$ cat config.mk
export PLATFORM = sky130hd
export DESIGN_NAME = uart_rx_core
export DESIGN_NICKNAME = d
export VERILOG_FILES = /design/src/rtl/uart_pkg.sv /design/src/rtl/uart_baud_nco.sv /design/src/rtl/uart_rx_core.sv
export SDC_FILE = /design/constraint.sdc
export NUM_CORES = 1
export LEC_CHECK = 0
export BUFFER_PORTS_ARGS = -buffer_cell sky130_fd_sc_hd__buf_2
export CAP_MARGIN = 10
export CORE_MARGIN = 2
export CORE_UTILIZATION = 40
export CTS_CLUSTER_SIZE = 20
export DETAILED_ROUTE_END_ITERATION = 10
export REMOVE_ABC_BUFFERS = 1
export SYNTH_ARGS = -nofsm -noshare
export SYNTH_HDL_FRONTEND = slang
export SYNTH_HIERARCHICAL = 1
export SYNTH_SLANG_ARGS = --single-unit
$ cat constraint.sdc
create_clock -name S_AXI_ACLK -period 12.02 [get_ports S_AXI_ACLK]
set_input_delay 2.404 -clock S_AXI_ACLK [delete_from_list [all_inputs] [get_ports S_AXI_ACLK]]
set_output_delay 2.404 -clock S_AXI_ACLK [all_outputs]
set_load 0.02 [all_outputs]
$ cat src/rtl/uart_pkg.sv
// Shared types and constants for the UART receiver.
// UART_RX_PARITY_EN adds the PARITY state to the rx state enum.
package uart_pkg;

    localparam int OVERSAMPLE = 16;
    localparam int MID_TICK   = 8;
    localparam int ACC_W      = 40;

    typedef enum logic [2:0] {
        IDLE,
        START,
        DATA,
        STOP
`ifdef UART_RX_PARITY_EN
        , PARITY
`endif
    } rx_state_e;

endpackage

$ cat src/rtl/uart_baud_nco.sv
// 16x oversample tick generator: phase accumulator adds rate*16 each cycle and
// wraps at CLK_FREQ, giving a fractional-rate tick without a divider.
module uart_baud_nco
    import uart_pkg::*;
#(
    parameter int unsigned CLK_FREQ = 100_000_000
) (
    input  logic        clk,
    input  logic        rst_n,
    input  logic        clear,
    input  logic [31:0] rate,
    output logic        tick
);

    localparam logic [ACC_W-1:0] FREQ = ACC_W'(CLK_FREQ);

    logic [ACC_W-1:0] acc_reg;
    logic [ACC_W-1:0] acc_next;
    logic [ACC_W-1:0] inc;
    logic [ACC_W-1:0] sum;
    logic             tick_reg;
    logic             tick_next;

    assign inc  = ACC_W'(rate) << 4;
    assign sum  = acc_reg + inc;
    assign tick = tick_reg;

    always_comb begin
        acc_next  = acc_reg;
        tick_next = 1'b0;
        if (clear) begin
            acc_next = '0;
        end else if (inc >= FREQ) begin
            // Oversample rate at or above the clock: saturate to a tick every cycle.
            acc_next  = '0;
            tick_next = 1'b1;
        end else if (sum >= FREQ) begin
            acc_next  = sum - FREQ;
            tick_next = 1'b1;
        end else begin
            acc_next = sum;
        end
    end

    always_ff @(posedge clk or negedge rst_n) begin
        if (!rst_n) begin
            acc_reg  <= '0;
            tick_reg <= 1'b0;
        end else begin
            acc_reg  <= acc_next;
            tick_reg <= tick_next;
        end
    end

endmodule

$ cat src/rtl/uart_rx_core.sv
// UART receiver core: 16x oversampled, LSB first, one stop bit.
// Define UART_RX_PARITY_EN to add an even-parity bit ahead of the stop bit.
module uart_rx_core
    import uart_pkg::*;
#(
    parameter int unsigned CLK_FREQ   = 100_000_000,
    parameter int          DATA_WIDTH = 8
) (
    input  logic                  S_AXI_ACLK,
    input  logic                  S_AXI_ARESETN,
    input  logic [31:0]           BAUD_RATE,
    input  logic                  UART_RX,
    output logic [DATA_WIDTH-1:0] RX_DATA,
    output logic                  RX_DONE,
    output logic                  RX_BUSY,
    output logic                  FRAME_ERR,
    output logic                  PARITY_ERR
);

    localparam int TW = $clog2(OVERSAMPLE);
    localparam int BW = $clog2(DATA_WIDTH + 1);

    rx_state_e             state_reg, state_next;
    logic                  sync1_reg, sync2_reg, prev_reg;
    logic [TW-1:0]         tick_cnt_reg, tick_cnt_next;
    logic [BW-1:0]         bit_cnt_reg, bit_cnt_next;
    logic [DATA_WIDTH-1:0] shift_reg, shift_next;
    logic [DATA_WIDTH-1:0] rx_data_reg, rx_data_next;
    logic [31:0]           baud_reg, baud_next;
    logic                  rx_done_reg, rx_done_next;
    logic                  frame_err_reg, frame_err_next;
    logic                  rx_s, rx_fall, tick, tick_last, tick_mid;
    logic                  nco_clear, stop_end;
`ifdef UART_RX_PARITY_EN
    logic                  par_bad_reg, par_bad_next;
    logic                  parity_err_reg, parity_err_next;
`endif

    assign rx_s      = sync2_reg;
    assign rx_fall   = prev_reg & ~sync2_reg;
    assign tick_last = (tick_cnt_reg == TW'(OVERSAMPLE - 1));
    assign tick_mid  = (tick_cnt_reg == TW'(MID_TICK - 1));

    uart_baud_nco #(
        .CLK_FREQ(CLK_FREQ)
    ) u_nco (
        .clk  (S_AXI_ACLK),
        .rst_n(S_AXI_ARESETN),
        .clear(nco_clear),
        .rate (baud_reg),
        .tick (tick)
    );

    always_comb begin
        state_next     = state_reg;
        tick_cnt_next  = tick_cnt_reg;
        bit_cnt_next   = bit_cnt_reg;
        shift_next     = shift_reg;
        baud_next      = baud_reg;
        rx_data_next   = rx_data_reg;
        rx_done_next   = 1'b0;
        frame_err_next = 1'b0;
        nco_clear      = 1'b0;
        stop_end       = 1'b0;
`ifdef UART_RX_PARITY_EN
        par_bad_next    = par_bad_reg;
        parity_err_next = 1'b0;
`endif
        case (state_reg)
            IDLE: ;
            START: begin
                if (tick) begin
                    if (tick_mid) begin
                        tick_cnt_next = '0;
                        bit_cnt_next  = '0;
                        state_next    = rx_s ? IDLE : DATA;
                    end else begin
                        tick_cnt_next = tick_cnt_reg + TW'(1);
                    end
                end
            end
            DATA: begin
                if (tick) begin
                    if (tick_last) begin
                        shift_next    = {rx_s, shift_reg[DATA_WIDTH-1:1]};
                        tick_cnt_next = '0;
                        bit_cnt_next  = bit_cnt_reg + BW'(1);
                        if (bit_cnt_reg == BW'(DATA_WIDTH - 1)) begin
`ifdef UART_RX_PARITY_EN
                            state_next = PARITY;
`else
                            state_next = STOP;
`endif
                        end
                    end else begin
                        tick_cnt_next = tick_cnt_reg + TW'(1);
                    end
                end
            end
`ifdef UART_RX_PARITY_EN
            PARITY: begin
                if (tick) begin
                    if (tick_last) begin
                        par_bad_next  = ^{shift_reg, rx_s};
                        tick_cnt_next = '0;
                        state_next    = STOP;
                    end else begin
                        tick_cnt_next = tick_cnt_reg + TW'(1);
                    end
                end
            end
`endif
            STOP: begin
                if (tick) begin
                    if (tick_last) begin
                        stop_end      = 1'b1;
                        tick_cnt_next = '0;
                        state_next    = IDLE;
                        if (rx_s) begin
                            rx_data_next = shift_reg;
                            rx_done_next = 1'b1;
`ifdef UART_RX_PARITY_EN
                            parity_err_next = par_bad_reg;
`endif
                        end else begin
                            frame_err_next = 1'b1;
                        end
                    end else begin
                        tick_cnt_next = tick_cnt_reg + TW'(1);
                    end
                end
            end
            default: state_next = IDLE;
        endcase

        // A start edge coinciding with the end of the previous frame is taken directly.
        if (rx_fall && (state_reg == IDLE || stop_end)) begin
            state_next    = START;
            baud_next     = BAUD_RATE;
            nco_clear     = 1'b1;
            tick_cnt_next = '0;
            bit_cnt_next  = '0;
            shift_next    = '0;
`ifdef UART_RX_PARITY_EN
            par_bad_next  = 1'b0;
`endif
        end
    end

    always_ff @(posedge S_AXI_ACLK or negedge S_AXI_ARESETN) begin
        if (!S_AXI_ARESETN) begin
            state_reg     <= IDLE;
            sync1_reg     <= 1'b1;
            sync2_reg     <= 1'b1;
            prev_reg      <= 1'b1;
            tick_cnt_reg  <= '0;
            bit_cnt_reg   <= '0;
            shift_reg     <= '0;
            rx_data_reg   <= '0;
            baud_reg      <= '0;
            rx_done_reg   <= 1'b0;
            frame_err_reg <= 1'b0;
        end else begin
            state_reg     <= state_next;
            sync1_reg     <= UART_RX;
            sync2_reg     <= sync1_reg;
            prev_reg      <= sync2_reg;
            tick_cnt_reg  <= tick_cnt_next;
            bit_cnt_reg   <= bit_cnt_next;
            shift_reg     <= shift_next;
            rx_data_reg   <= rx_data_next;
            baud_reg      <= baud_next;
            rx_done_reg   <= rx_done_next;
            frame_err_reg <= frame_err_next;
        end
    end

`ifdef UART_RX_PARITY_EN
    always_ff @(posedge S_AXI_ACLK or negedge S_AXI_ARESETN) begin
        if (!S_AXI_ARESETN) begin
            par_bad_reg    <= 1'b0;
            parity_err_reg <= 1'b0;
        end else begin
            par_bad_reg    <= par_bad_next;
            parity_err_reg <= parity_err_next;
        end
    end
    assign PARITY_ERR = parity_err_reg;
`else
    assign PARITY_ERR = 1'b0;
`endif

    assign RX_DATA   = rx_data_reg;
    assign RX_DONE   = rx_done_reg;
    assign FRAME_ERR = frame_err_reg;
    assign RX_BUSY   = (state_reg != IDLE);

endmodule

==> reports/qor.txt <==
Worst Path Required - 12.30 ns
Number of flops mapped to enable cells by yosys - 0
Area of the multi-input gates - 4300 sq um
Main flop type after synthesis - dfrtp_1
Max reg flops - 36
Length of routed met3 wiring - 819 um
DIE HEIGHT - 137 um
Largest net degree at the start of global routing - 63
Top post-synthesis cells by area - dfrtp_1 35%, ha_1 7.1%, mux2_2 6.2%
Setup CP Type - register to register
GR Overflow Total - 0
Initial Util - 0.408
Clk pwr share - 0.205
PortBufs - 45
Sw power - 0.647 mW
CTS tree - built
Worst path arrival time - 5.23 ns
DP Area - 7390 sq um
Final ANT Viol Nets - 0
Clock Pin Slew Worst Setup and Hold Paths - 0.08 ns
Inserted Clock Buffers - 9
Crit path max fanout - 25
Flops & latches, synth - 100
Pre-Repair DR Iteration Count - 5
Sequential power share - 0.305
Post-synthesis async set-or-reset flop share - 1.00
CP cell instances - ha_1, fa_1, a211oi_1, o21ai_1, a32oi_1, nand3b_1, xor2_1, nand3_1, or4b_4, o211ai_4, nor2_2, or4_1, a21oi_1
Worst-Skew Late Latency - 0.37 ns
Worst vdd ir - 0.107 mV
P per Cell Area - 196 nW/um^2
Layout area overhead - 9.48%
Routed WL - 17.5 mm
Netlist cell types - 80
Synth Instances - 772
Avg Cell Area, Syn - 9.11 sq um
Setup violations, final - 0
Outcome - complete, no violations
Switch share - 0.430
WL met2 - 8.15 mm
Boundary Pins - 47
Hold_buf cts - 0
Sequential cell area - 2510 sq um
Comb pwr share - 0.490
Top sig layer - met4
Root Buffer - clkbuf_16
RSZ-0062 raised after global routing - no
R2R Setup Slk - 7.07 ns
Initial antenna violation count - 0
Post-route cell area - 7700 sq um
Setup TNS - 0 ns
Seq/Total Area, Yosys - 0.356
Core area - 17200 sq um
Skew final - 0.0108 ns
Met1 WL - 8.24 mm
Max cap viols - 0
Lkg Pwr - 3.37 nW
GRT Util Overall - 0.196
Hold Vio Cnt, Final - 0
Die area - 18700 sq um
Die W - 137 um
Detailed-route wire length per cell - 17.0 um
FILL cells - 1689
Critical path's slowest cell - o211ai_4
Routed vias/inst - 5.70
Hold Path Class - register to register
Area share of the largest cell type after synthesis - 0.345
Slew headroom - 0.452
Critical path capture point type - register
Fmax - 202 MHz
Vias - 5859
Initial DRC count - 394
Htree depth - 3
Slew Limit Fails - 0
Final Cycle Share - 0.412
Type of origin of the critical path - register
Slew of the pin with the lowest slew margin - 0.823 ns
Synth Cell Area - 7030 sq um
Setup bufs post-CTS - 0
Yosys top cell by area - dfrtp_1
CTS Buffer Depth - 2
First-pass GRT wire length - 28.6 mm
Max stage delay on crit path - 0.64 ns
Clock sink count - 100
Fin crit period - 4.95 ns
# rows - 48
Layout cells sized above 1 - 0.167
Number of remaining DRC errors - 0
Internal power - 0.859 mW
Number of global-route vias before repair - 5541
Net count of the finished layout - 873
GP Congestion - 0.865
Antenna diodes - 0
DP Wirelength - 13.0 mm
# resized after CTS - 0
Yosys warnings - 6
-- critical path, delay by kind of cell, from the launching register on --
kind	cells	cell delay, ns
fa+ha+maj	2	0.66
flops	1	0.39
compound gates	5	1.78
simple gates	5	1.57
xor+xnor	1	0.48
-- final timing paths --
| kind | start | end | depth (start not counted) |
|---|---|---|---|
| worst max-delay path | baud_reg[0]$_DFFE_PN0P_ | u_nco/acc_reg[38]$_DFF_PN0_ | 13 |
| worst min-delay path | sync1_reg$_DFF_PN1_ | rx_s$_DFF_PN1_ | 0 |
| worst max register to register | baud_reg[0]$_DFFE_PN0P_ | u_nco/acc_reg[38]$_DFF_PN0_ | 13 |
| worst min register to register | sync1_reg$_DFF_PN1_ | rx_s$_DFF_PN1_ | 0 |
| max in group asynchronous | S_AXI_ARESETN | u_nco/acc_reg[8]$_DFF_PN0_ | 2 |
| min in group asynchronous | S_AXI_ARESETN | FRAME_ERR$_DFF_PN0_ | 1 |
-- synthesized netlist by cell type, types with 6 or more instances --
cell and number:
dfrtp_1 97, nand2_1 68, nor2_1 68, a21oi_1 60, o21ai_0 44, ha_1 40
mux2_2 39, nand3_1 26, xor2_1 26, xnor2_1 21, nand4_1 19, clkbuf_1 16
inv_1 15, a21o_1 13, and2_1 13, o211ai_1 13, or3_1 13, nor2b_1 11
nor3_1 11, buf_2 10, nand2b_1 10, and3_1 9, nand3b_1 8, a211oi_1 7
buf_4 6, o21ai_1 6, o21bai_1 6
-- stage by stage --
step | total power [mW] | worst slack (ns) | instances | util | hold slack [ns]
2_1_floorplan | 1.02 | 7.90 | 738 | - | 0.345
3_3_place_gp | 1.19 | 7.28 | 1011 | 0.429 | 0.349
3_5_place_dp | 1.19 | 7.14 | 1011 | 0.429 | 0.351
4_1_cts | 1.51 | 7.12 | 1027 | 0.447 | 0.363
5_1_grt | 1.62 | 6.82 | 1027 | 0.447 | 0.367
6_report | 1.51 | 7.07 | 1027 | 0.447 | 0.361
-- cells by family after synthesis --
logic type,count (synthesis),synth area share
compound gates,207,0.197
xor+xnor,47,0.0585
fa+ha+maj,41,0.0740
buf+inv,49,0.0322
flops,100,0.356
mux,45,0.0713
other cells,1,0.000533
simple gates,282,0.210
-- power groups by stage --
stage               Sequential, mW  Combinational [mW]  Clock (mW)
finish                       0.460               0.738       0.309
global route                 0.473               0.811       0.331
CTS                          0.461               0.731       0.319
detailed placement           0.467               0.726           0
global placement             0.465               0.729           0
floorplan                    0.449               0.568           0
-- cells in the final DEF (no fill, tap or decap), types with 15 or more instances in the layout --
| cell | n |
|---|---|
| mux2_2 | 39 |
| dfrtp_1 | 97 |
| nand4_1 | 19 |
| nand3_1 | 26 |
| buf_2 | 44 |
| a21oi_1 | 60 |
| ha_1 | 40 |
| nor2_1 | 68 |
| xnor2_1 | 21 |
| xor2_1 | 26 |
| inv_1 | 15 |
| o21ai_0 | 44 |
| nand2_1 | 68 |
-- per-layer routing --
metal,up-vias,global-route usage
met1,2837,0.263
met4,0,0.0550
li1,2875,-
met3,23,0.0430
met2,124,0.317
met5,-,0
-- layout make-up --
type	instances	area share
sequential	100	0.325
clock inverter	7	0.0104
tap	225	0.0366
timing repair buffer	48	0.0325
clock buffer	9	0.0292
inverter	15	0.00731
multi-input combinational	623	0.558
Power figures use the tool's default switching activity.
